File: config.mk
export PLATFORM = sky130hd
export DESIGN_NAME = arm_pipe_ctrl_flat
export DESIGN_NICKNAME = d
export VERILOG_FILES = /design/src/rtl/arm_pipe_ctrl_pkg.sv /design/src/rtl/arm_pipe_ctrl_if.sv /design/src/rtl/arm_load_use_detect.sv /design/src/rtl/arm_pipe_ctrl.sv /design/src/flat_wrapper.sv
export SDC_FILE = /design/constraint.sdc
export NUM_CORES = 1
export LEC_CHECK = 0
export ABC_AREA = 0
export BUFFER_PORTS_ARGS = -buffer_cell sky130_fd_sc_hd__buf_4
export CORE_MARGIN = 2
export CORE_UTILIZATION = 40
export CTS_CLUSTER_SIZE = 8
export DETAILED_ROUTE_END_ITERATION = 10
export PLACE_DENSITY = 0.75
export SLEW_MARGIN = 20
export SYNTH_ARGS = -nofsm -noshare
export SYNTH_HDL_FRONTEND = slang
export SYNTH_SLANG_ARGS = --single-unit
File: constraint.sdc
create_clock -name clk -period 5.39 [get_ports clk]
set_input_delay 1.078 -clock clk [delete_from_list [all_inputs] [get_ports clk]]
set_output_delay 1.078 -clock clk [all_outputs]
set_load 0.02 [all_outputs]
File: src/rtl/arm_pipe_ctrl_pkg.sv
// rtl/arm_pipe_ctrl_pkg.sv - shared types and defaults for the pipeline stall/flush sequencer
package arm_pipe_ctrl_pkg;

    typedef enum logic [1:0] {
        ST_RUN        = 2'd0,
        ST_MAC_WAIT   = 2'd1,
        ST_HALT_DRAIN = 2'd2,
        ST_HALTED     = 2'd3
    } pipe_state_t;

    localparam int DEF_MAC_LAT      = 3;
    localparam int DEF_DRAIN_CYCLES = 3;
    localparam int DEF_CNT_W        = 16;
    localparam int RS_SLOTS         = 3;

    typedef logic [3:0]                 reg_num_t;
    typedef reg_num_t [RS_SLOTS-1:0]    rs_nums_t;
    typedef logic [RS_SLOTS-1:0]        rs_mask_t;

    // True when any live source slot names the given register.
    function automatic logic reads_reg(input rs_nums_t nums, input rs_mask_t mask,
                                       input reg_num_t rd);
        logic hit;
        hit = 1'b0;
        for (int i = 0; i < RS_SLOTS; i++) begin
            if (mask[i] && (nums[i] == rd)) begin
                hit = 1'b1;
            end
        end
        return hit;
    endfunction

endpackage

File: src/rtl/arm_pipe_ctrl_if.sv
// rtl/arm_pipe_ctrl_if.sv - hazard inputs and pipeline control outputs of the sequencer
interface arm_pipe_ctrl_if
    import arm_pipe_ctrl_pkg::*;
#(
    parameter int CNT_W = DEF_CNT_W
);
    logic             id_valid;
    rs_nums_t         id_rs_num;
    rs_mask_t         id_rs_mask;
    logic             id_is_mac;
    logic             id_is_halt;
    logic             ex_valid;
    logic             ex_is_load;
    logic             ex_rd_we;
    reg_num_t         ex_rd_num;
    logic             ex_branch_taken;

    logic             pc_stall;
    logic             ifid_stall;
    logic             ifid_flush;
    logic             idex_bubble;
    logic             ex_hold;
    logic             mac_busy;
    logic             halted;
    logic [CNT_W-1:0] stall_count;

    modport master (
        input  id_valid, id_rs_num, id_rs_mask, id_is_mac, id_is_halt,
        input  ex_valid, ex_is_load, ex_rd_we, ex_rd_num, ex_branch_taken,
        output pc_stall, ifid_stall, ifid_flush, idex_bubble, ex_hold,
        output mac_busy, halted, stall_count
    );

    modport slave (
        output id_valid, id_rs_num, id_rs_mask, id_is_mac, id_is_halt,
        output ex_valid, ex_is_load, ex_rd_we, ex_rd_num, ex_branch_taken,
        input  pc_stall, ifid_stall, ifid_flush, idex_bubble, ex_hold,
        input  mac_busy, halted, stall_count
    );

endinterface

File: src/rtl/arm_load_use_detect.sv
// rtl/arm_load_use_detect.sv - combinational load-use hazard detector between ID and EX
module arm_load_use_detect
    import arm_pipe_ctrl_pkg::*;
(
    input  logic     id_valid,
    input  rs_nums_t id_rs_num,
    input  rs_mask_t id_rs_mask,
    input  logic     ex_valid,
    input  logic     ex_is_load,
    input  logic     ex_rd_we,
    input  reg_num_t ex_rd_num,
    output logic     load_use
);

    logic ex_load_dest;

    assign ex_load_dest = ex_valid & ex_is_load & ex_rd_we;
    assign load_use     = ex_load_dest & id_valid & reads_reg(id_rs_num, id_rs_mask, ex_rd_num);

endmodule

File: src/rtl/arm_pipe_ctrl.sv
// rtl/arm_pipe_ctrl.sv - stall/flush sequencer for load-use, MAC occupancy, branch flush and halt drain
module arm_pipe_ctrl
    import arm_pipe_ctrl_pkg::*;
#(
    parameter int MAC_LAT      = DEF_MAC_LAT,
    parameter int DRAIN_CYCLES = DEF_DRAIN_CYCLES,
    parameter int CNT_W        = DEF_CNT_W
) (
    input  logic           clk,
    input  logic           rst,
    arm_pipe_ctrl_if.master bus
);

    localparam int MC_W = $clog2(MAC_LAT + 1);
    localparam int DC_W = $clog2(DRAIN_CYCLES + 1);

    pipe_state_t      state, nxt_state;
    logic [MC_W-1:0]  mac_cnt, nxt_mac_cnt;
    logic [DC_W-1:0]  drain_cnt, nxt_drain_cnt;
    logic [CNT_W-1:0] stall_cnt;
    logic             load_use;

    logic c_pc_stall, c_ifid_stall, c_ifid_flush, c_idex_bubble;
    logic c_ex_hold, c_mac_busy, c_halted;

    arm_load_use_detect u_load_use (
        .id_valid   (bus.id_valid),
        .id_rs_num  (bus.id_rs_num),
        .id_rs_mask (bus.id_rs_mask),
        .ex_valid   (bus.ex_valid),
        .ex_is_load (bus.ex_is_load),
        .ex_rd_we   (bus.ex_rd_we),
        .ex_rd_num  (bus.ex_rd_num),
        .load_use   (load_use)
    );

    always_comb begin
        nxt_state     = state;
        nxt_mac_cnt   = mac_cnt;
        nxt_drain_cnt = drain_cnt;
        c_pc_stall    = 1'b0;
        c_ifid_stall  = 1'b0;
        c_ifid_flush  = 1'b0;
        c_idex_bubble = 1'b0;
        c_ex_hold     = 1'b0;
        c_mac_busy    = 1'b0;
        c_halted      = 1'b0;
        case (state)
            ST_RUN: begin
                if (bus.ex_branch_taken) begin
                    c_ifid_flush  = 1'b1;
                    c_idex_bubble = 1'b1;
                end else if (load_use) begin
                    c_pc_stall    = 1'b1;
                    c_ifid_stall  = 1'b1;
                    c_idex_bubble = 1'b1;
                end else if (bus.id_valid && bus.id_is_mac) begin
                    nxt_state   = ST_MAC_WAIT;
                    nxt_mac_cnt = MC_W'(MAC_LAT - 1);
                end else if (bus.id_valid && bus.id_is_halt) begin
                    nxt_state     = ST_HALT_DRAIN;
                    nxt_drain_cnt = DC_W'(DRAIN_CYCLES);
                end
            end
            ST_MAC_WAIT: begin
                c_pc_stall   = 1'b1;
                c_ifid_stall = 1'b1;
                c_ex_hold    = 1'b1;
                c_mac_busy   = 1'b1;
                nxt_mac_cnt  = mac_cnt - MC_W'(1);
                if (mac_cnt == MC_W'(1)) begin
                    nxt_state = ST_RUN;
                end
            end
            ST_HALT_DRAIN: begin
                c_pc_stall    = 1'b1;
                c_ifid_stall  = 1'b1;
                c_idex_bubble = 1'b1;
                // A taken branch here belongs to an older instruction and squashes the halt.
                if (bus.ex_branch_taken) begin
                    c_ifid_flush  = 1'b1;
                    nxt_state     = ST_RUN;
                    nxt_drain_cnt = '0;
                end else begin
                    nxt_drain_cnt = drain_cnt - DC_W'(1);
                    if (drain_cnt == DC_W'(1)) begin
                        nxt_state = ST_HALTED;
                    end
                end
            end
            ST_HALTED: begin
                c_pc_stall    = 1'b1;
                c_ifid_stall  = 1'b1;
                c_idex_bubble = 1'b1;
                c_halted      = 1'b1;
            end
            default: begin
                nxt_state = ST_RUN;
            end
        endcase
    end

    always_ff @(posedge clk or posedge rst) begin
        if (rst) begin
            state     <= ST_RUN;
            mac_cnt   <= '0;
            drain_cnt <= '0;
            stall_cnt <= '0;
        end else begin
            state     <= nxt_state;
            mac_cnt   <= nxt_mac_cnt;
            drain_cnt <= nxt_drain_cnt;
            if (c_pc_stall && (stall_cnt != {CNT_W{1'b1}})) begin
                stall_cnt <= stall_cnt + CNT_W'(1);
            end
        end
    end

    // Controls are decoded from live inputs, so gate them to keep every output low during reset.
    assign bus.pc_stall    = c_pc_stall    & ~rst;
    assign bus.ifid_stall  = c_ifid_stall  & ~rst;
    assign bus.ifid_flush  = c_ifid_flush  & ~rst;
    assign bus.idex_bubble = c_idex_bubble & ~rst;
    assign bus.ex_hold     = c_ex_hold     & ~rst;
    assign bus.mac_busy    = c_mac_busy    & ~rst;
    assign bus.halted      = c_halted      & ~rst;
    assign bus.stall_count = stall_cnt;

    mac_no_branch: assert property (@(posedge clk) disable iff (rst)
        (state == ST_MAC_WAIT) |-> !bus.ex_branch_taken);

endmodule

File: src/flat_wrapper.sv
// flat-port wrapper written by rule: the top's interface ports become plain ports
module arm_pipe_ctrl_flat import arm_pipe_ctrl_pkg::*;
#(
    parameter int MAC_LAT      = DEF_MAC_LAT,
    parameter int DRAIN_CYCLES = DEF_DRAIN_CYCLES,
    parameter int CNT_W        = DEF_CNT_W
)
  (clk, rst, bus_id_valid, bus_id_rs_num, bus_id_rs_mask, bus_id_is_mac, bus_id_is_halt, bus_ex_valid, bus_ex_is_load, bus_ex_rd_we, bus_ex_rd_num, bus_ex_branch_taken, bus_pc_stall, bus_ifid_stall, bus_ifid_flush, bus_idex_bubble, bus_ex_hold, bus_mac_busy, bus_halted, bus_stall_count);
  arm_pipe_ctrl_if #(.CNT_W(CNT_W)) bus_i ();
  input  logic clk;
  input  logic rst;
  input wire logic [$bits(bus_i.id_valid)-1:0] bus_id_valid;
  input wire logic [$bits(bus_i.id_rs_num)-1:0] bus_id_rs_num;
  input wire logic [$bits(bus_i.id_rs_mask)-1:0] bus_id_rs_mask;
  input wire logic [$bits(bus_i.id_is_mac)-1:0] bus_id_is_mac;
  input wire logic [$bits(bus_i.id_is_halt)-1:0] bus_id_is_halt;
  input wire logic [$bits(bus_i.ex_valid)-1:0] bus_ex_valid;
  input wire logic [$bits(bus_i.ex_is_load)-1:0] bus_ex_is_load;
  input wire logic [$bits(bus_i.ex_rd_we)-1:0] bus_ex_rd_we;
  input wire logic [$bits(bus_i.ex_rd_num)-1:0] bus_ex_rd_num;
  input wire logic [$bits(bus_i.ex_branch_taken)-1:0] bus_ex_branch_taken;
  output wire logic [$bits(bus_i.pc_stall)-1:0] bus_pc_stall;
  output wire logic [$bits(bus_i.ifid_stall)-1:0] bus_ifid_stall;
  output wire logic [$bits(bus_i.ifid_flush)-1:0] bus_ifid_flush;
  output wire logic [$bits(bus_i.idex_bubble)-1:0] bus_idex_bubble;
  output wire logic [$bits(bus_i.ex_hold)-1:0] bus_ex_hold;
  output wire logic [$bits(bus_i.mac_busy)-1:0] bus_mac_busy;
  output wire logic [$bits(bus_i.halted)-1:0] bus_halted;
  output wire logic [$bits(bus_i.stall_count)-1:0] bus_stall_count;
  assign bus_i.id_valid = bus_id_valid;
  assign bus_i.id_rs_num = bus_id_rs_num;
  assign bus_i.id_rs_mask = bus_id_rs_mask;
  assign bus_i.id_is_mac = bus_id_is_mac;
  assign bus_i.id_is_halt = bus_id_is_halt;
  assign bus_i.ex_valid = bus_ex_valid;
  assign bus_i.ex_is_load = bus_ex_is_load;
  assign bus_i.ex_rd_we = bus_ex_rd_we;
  assign bus_i.ex_rd_num = bus_ex_rd_num;
  assign bus_i.ex_branch_taken = bus_ex_branch_taken;
  assign bus_pc_stall = bus_i.pc_stall;
  assign bus_ifid_stall = bus_i.ifid_stall;
  assign bus_ifid_flush = bus_i.ifid_flush;
  assign bus_idex_bubble = bus_i.idex_bubble;
  assign bus_ex_hold = bus_i.ex_hold;
  assign bus_mac_busy = bus_i.mac_busy;
  assign bus_halted = bus_i.halted;
  assign bus_stall_count = bus_i.stall_count;
  arm_pipe_ctrl #(.MAC_LAT(MAC_LAT), .DRAIN_CYCLES(DRAIN_CYCLES), .CNT_W(CNT_W)) u_core (.clk(clk), .rst(rst), .bus(bus_i));
endmodule
======== After elaboration in Yosys (flattened, before gate mapping) ========
Cells that the tools add are included.
word-level totals
  logic and storage cells ................. 80
  input bits .............................. 28
  bits in registers ....................... 22
  output and inout bits ................... 23
cells by class
  reductions and logical operators ........ 16
  bitwise operators ....................... 10
  mux-type cells .......................... 30
  add/sub/neg operators ................... 3
  equality and inequality tests ........... 17
operator list
  operator                 count
  $mux W2                  15
  $add A16 B1 Y16 const B  1
  $ne A16 B16 Y1 const B   1
  $eq A4 B4 Y1             3
  $mux W1                  10
  $and A1 B1 Y1            9
  $pmux W2 S2              2
  $eq A2 B1 Y1 const B     3
  $logic_and A1 B1 Y1      6
  $ne A2 B1 Y1 const B     3
  $ne A2 B2 Y1 const B     3
  $pmux W2 S3              1
  $reduce_and A6 Y1        1
  $reduce_and A5 Y1        1
  $eq A2 B2 Y1 const B     2
  $pmux W1 S2              2
  $reduce_and A4 Y1        1
  $reduce_bool A2 Y1       2
  $reduce_or A2 Y1         2
  $sub A2 B1 Y2 const B    2
  $ne A3 B1 Y1 const B     1
  $ne A3 B2 Y1 const B     1
  $reduce_bool A3 Y1       1
  $reduce_or A3 Y1         1
  2 further kinds          2

======== Depth between registers and ports, before layout ========
  depth in word-level cells ............... 10
  gate-level depth with buffers ........... 7
  depth with buffers taken out ............ 6

======== By module ========
A second synthesis with hierarchy kept.
second synthesis, totals
  cell total of the unflattened synthesis .. 147
  area, all modules ....................... 1473.9 µm²
modules (own cells, without submodules)
  module               area an instance (µm²)  cells an instance  instances  seq. area each (µm²)
  arm_pipe_ctrl        1323.8                  127                1          550.5
  arm_load_use_detect  150.1                   20                 1          0.0

======== Worst setup path after synthesis ========
No wires, ideal clock.
  path type ............................... in2out
  start point ............................. input bus_ex_rd_num[1]
  end point ............................... output bus_pc_stall
  arrival ................................. 2.511 ns
  path buffers ............................ 2
  path slack .............................. 1.801 ns
  stages .................................. 6
  required time ........................... 4.312 ns
  cells stage by stage .................... xor2_1 -> nor4_2 -> o31ai_2 -> buf_2 -> nor2_1 -> buf_4
on the way
  longest elaborated chain between the ends .. 10
  elaborated cells on any way between the ends .. 14
  classes of those cells .................. eq/ne: 3; mux: 6; bitwise: 2; reduce/logical: 3
ends and longest elaborated chain
  element                 line                       RTL
  start, declared         flat_wrapper.sv:20         input wire logic [$bits(bus_i.ex_rd_num)-1:0] bus_ex_rd_num;
  $eq A4 B4 Y1            arm_pipe_ctrl_pkg.sv:26    if (mask[i] && (nums[i] == rd)) begin
  $logic_and A1 B1 Y1     arm_pipe_ctrl_pkg.sv:26
  $mux W1 (2 in a row)    arm_pipe_ctrl_pkg.sv:26
  $mux W1 *               arm_pipe_ctrl_pkg.sv:26
  $and A1 B1 Y1 *         arm_load_use_detect.sv:18  assign load_use = ex_load_dest & id_valid & reads_reg(id_rs_num, id_rs_mask, ex_rd_num);
  $mux W1 * (2 in a row)  n/a
  $pmux W1 S2 *           n/a
  $and A1 B1 Y1 *         n/a
  end, declared           flat_wrapper.sv:22         output wire logic [$bits(bus_i.pc_stall)-1:0] bus_pc_stall;
Mark *: on every way between the ends. The rest lies on a longest branch, timed or not.

======== Final worst setup path ========
  start point ............................. input bus_ex_rd_num[1]
  end point ............................... output bus_ifid_stall
on the way
  longest elaborated chain between the ends .. 10
  elaborated cells on any way between the ends .. 14
  classes of those cells .................. eq/ne: 3; mux: 6; bitwise: 2; reduce/logical: 3
ends and longest elaborated chain
  element               line                       RTL
  $eq A4 B4 Y1          arm_pipe_ctrl_pkg.sv:26
  $logic_and A1 B1 Y1   arm_pipe_ctrl_pkg.sv:26
  $mux W1 (2 in a row)  arm_pipe_ctrl_pkg.sv:26
  $mux W1 *             arm_pipe_ctrl_pkg.sv:26
  $and A1 B1 Y1 *       arm_load_use_detect.sv:18
  $mux W1 *             arm_pipe_ctrl.sv:53        end else if (load_use) begin
  $mux W1 *             arm_pipe_ctrl.sv:50        if (bus.ex_branch_taken) begin
  $pmux W1 S2 *         arm_pipe_ctrl.sv:48        case (state)
  $and A1 B1 Y1 *       arm_pipe_ctrl.sv:121       assign bus.ifid_stall = c_ifid_stall & ~rst;
  end, declared         flat_wrapper.sv:23         output wire logic [$bits(bus_i.ifid_stall)-1:0] bus_ifid_stall;
Marked as above.

==> summary.md <==
| Metric | Value |
|---|---|
| Pwr Total | `0.000914 W` |
| Die area | `4220 um2` |
| Wirelength per Cell | `12.0 um` |
| Routed WL | `3020 um` |
| Max-cap viol count | `0` |
| H-tree Lvls | `1` |
| Syn Area/Cell | `9.65 um2` |
| Worst clock skew | `0.00342 ns` |
| Pin count of the biggest net entering global routing | `23` |
| DR vias/cell | `around 4.9` |
| Vias | `1224` |
| Antenna cells | `0` |
| Clk Latency, worst-skew pair | `about 0.26 ns` |
| Status | `complete, no violations` |
| Critical Path AT | `about 2.4 ns` |
| Crit path cell chain | `buf_4 > xor2_1 > nor4_2 > o31ai_2 > buf_4 > nor2_1 > buf_4` |
| Share of cells above drive strength 1 | `roughly a third` |
| Area grow syn2layout | `30.9%` |
| Switch share | `around 43%` |
| Row count | `22` |
| Final hold vios | `0` |
| RSZ-0062 raised after global routing | `false` |
| GRT overflow | `0` |
| Largest delay contributor family on the critical path | `simple AND/OR/NAND/NOR gates` |
| Internal cell power | `0.000525 W` |
| CP peak stage delay | `0.39 ns` |
| CP Class | `in2out` |
| Post-cts hold buffer count | `0` |
| Initial antenna violation count | `0` |
| Remaining DRCs | `0` |
| Antenna-violating nets left | `0` |
| Worst-path fanout max | `17` |
| Crit-path most repeated cell | `buf_4` |
| Hold Path End | `u_core.bus.stall_count[8]$_DFFE_PP0P_` |
| Area share of the largest cell type after synthesis | `37.0%` |
| Worst R2R Setup Slack | `3.10 ns` |
| Switching power | `0.000389 W` |
| R2R Path End | `u_core.bus.stall_count[1]$_DFFE_PP0P_` |
| Tmin final | `3.47 ns` |
| Area of the core | `3610 um2` |
| Clk slew on worst S/H paths | `about 0.070 ns` |
| Max-slew violations | `0` |
| IO Count | `51` |
| Leading area contributor after synthesis | `dfrtp_1` |
| Setup Fix Bufs, Post-CTS | `0` |
| Sequential fraction of the synthesis area | `37.0%` |
| Seq cells post-synth | `22` |
| Mapped Cells | `154` |
| Peak Freq | `288 MHz` |
| Most area-consuming cells after synthesis | `dfrtp_1 (37%), xor2_1 (10%), ha_1 (6.7%)` |
| Final GP Congestion | `~0.83` |
| Seq pwr share | `32.4%` |
| Yosys cell types | `35` |
| Most frequent cells in the layout | `buf_4 (51), dfrtp_1 (22), xor2_1 (17), nand2_1 (15), nor3_1 (12)` |
| Slowest-stage cell, CP | `nor4_2` |
| Sum of negative setup slack | `0 ns` |
| # setup viols final | `0` |
| Hold Path Class | `reg2reg` |
| Detailed placer's ending HPWL | `2440 um` |
| Clock sink count | `22` |
| Clock Tree Buf Depth | `2` |
| Syn. warnings | `0` |
| Critical Path Sink Type | `primary output` |
| Port Buf Inserts | `50` |
| Worst EP required | `between 4 and 5 ns` |
| TritonCTS clock tree | `built` |
| Clock share of power | `10.8%` |
| Maximum VDD drop | `228 uV` |
| Slew HR | `41.5%` |
| Nets | `~240` |
| Crit path buf inv count | `3` |
| Slew @ Worst Pin | `0.873 ns` |
| Starting Density | `41.2%` |
| Reg2reg start | `u_core.bus.stall_count[2]$_DFFE_PP0P_` |
| Die width | `65.0 um` |
| Post-CTS sizing | `0` |
| Combinational share of power | `a little under three fifths` |
| Commonest non-fill, non-tap cell in the layout | `buf_4` |
| First-pass GRT wire length | `around 5100 um` |
| First drt pass iteration count | `4` |
| Clock root buffer | `clkbuf_8` |
| Post-Syn Nets | `190` |
| Leak | `around 0.86 nW` |
| Cell Pwr Density | `between 400 and 500 nW/um2` |
| Worst hold path startpoint | `u_core.bus.stall_count[8]$_DFFE_PP0P_` |
| Critical Path Source Type | `input port` |
| Total GRT Usage | `15.3%` |
| Die Y | `65.0 um` |
| First DRT Iteration DRCs | `49` |
| Number of buffers created by CTS | `3` |
| Share of the clock period used by the worst path | `64.4%` |
| Vias in the first global route | `between 1000 and 1500` |
| R2R cell count | `6` |
| Cell Area, Synth | `1490 um2` |
| Hold path cells | `1` |
## cell type report
class | count | area (um2)
fill | 334 | 1660
multi-input combinational | 119 | 877
sequential | 22 | 551
timing repair buffer | 51 | 383
tap | 48 | 60.1
clock buffer | 3 | 41.3
inverter | 9 | 33.8
## routing by layer
layer	share of wire, %	vias up	global-route usage (%)	routed length, um
met1	46	563	18.2	1390
met3	3.6	6	4.34	108
li1	-	636	-	-
met2	49	19	26.8	1470
met5	0	-	0	0
met4	1.6	0	4.52	47
## worst register-to-register path: stages, from the launching register on
cell	delay, ns
dfrtp_1	0.43
nand3_1	0.15
nor2_1	0.19
nand2_1	0.19
nor3_2	0.75
nor2_1	0.16
mux2_2	0.32
## synthesized netlist by cell type (all sizes together)
library cell / n
o311a: 1
nor4: 6
nand2b: 2
nand4: 4
o31a: 1
o31ai: 1
buf: 4
ha: 8
nand3: 6
or3: 1
nand2: 15
nand3b: 1
nor3: 13
mux2: 6
a21oi: 1
nor2b: 2
nor3b: 2
nor2: 5
a221o: 1
inv: 9
o22a: 1
nand4b: 1
or2: 1
mux2i: 1
nor4b: 1
a21boi: 1
dfrtp: 22
o21ai: 10
xor2: 17
and3: 3
xnor2: 7
## how the worst max path moves through the flow
stage,start,to,cells after the start
final,bus_ex_rd_num[1],bus_ifid_stall,7
after global routing,bus_ex_rd_num[2],bus_idex_bubble,8
after CTS,bus_ex_rd_num[1],bus_idex_bubble,7
after detailed placement,bus_ex_rd_num[1],bus_idex_bubble,7
after global placement,bus_ex_rd_num[1],bus_idex_bubble,7
after floorplan,bus_ex_rd_num[1],bus_pc_stall,6
## flip-flops by register name (all words and copies together) (netlist names)
signal,cells
u_core.bus.stall_count,16
u_core.drain_cnt,2
u_core.mac_cnt,2
u_core.state,2
## power by group through the flow
stage	clock (W)	sequential (W)	combinational, W
2_1_floorplan	0	0.000341	0.000312
3_3_place_gp	0	0.000300	0.000515
3_5_place_dp	0	0.000299	0.000524
4_1_cts	0.000102	0.000296	0.000525
5_1_grt	0.000109	0.000306	0.000574
6_report	0.0000984	0.000296	0.000520
## cells by family (layout without fill, tap and decap cells)
logic type / Yosys count / after routing / share of synthesized area [%]
simple gates: 63 / 63 / 24.1
buf+inv: 13 / 63 / 3.96
flops: 22 / 22 / 37.0
mux: 7 / 7 / 5.72
fa+ha+maj: 8 / 8 / 6.73
xor+xnor: 24 / 24 / 14.1
compound gates: 17 / 17 / 8.33
## stage by stage
stage | hold WS [ns] | instances | utilization (%) | setup WS, ns | instance area (um2)
after detailed placement | 0.477 | 249 | 52.8 | 1.90 | 1900
after CTS | 0.490 | 252 | 54.0 | 1.91 | 1950
final | 0.484 | 252 | 54.0 | 1.92 | 1950
after floorplan | 0.457 | 154 | - | 1.80 | 1490
after global placement | 0.481 | 249 | 52.8 | 1.93 | 1900
after global routing | 0.520 | 252 | 54.0 | 1.80 | 1950
Note: power is estimated with default switching activity, not from simulation.
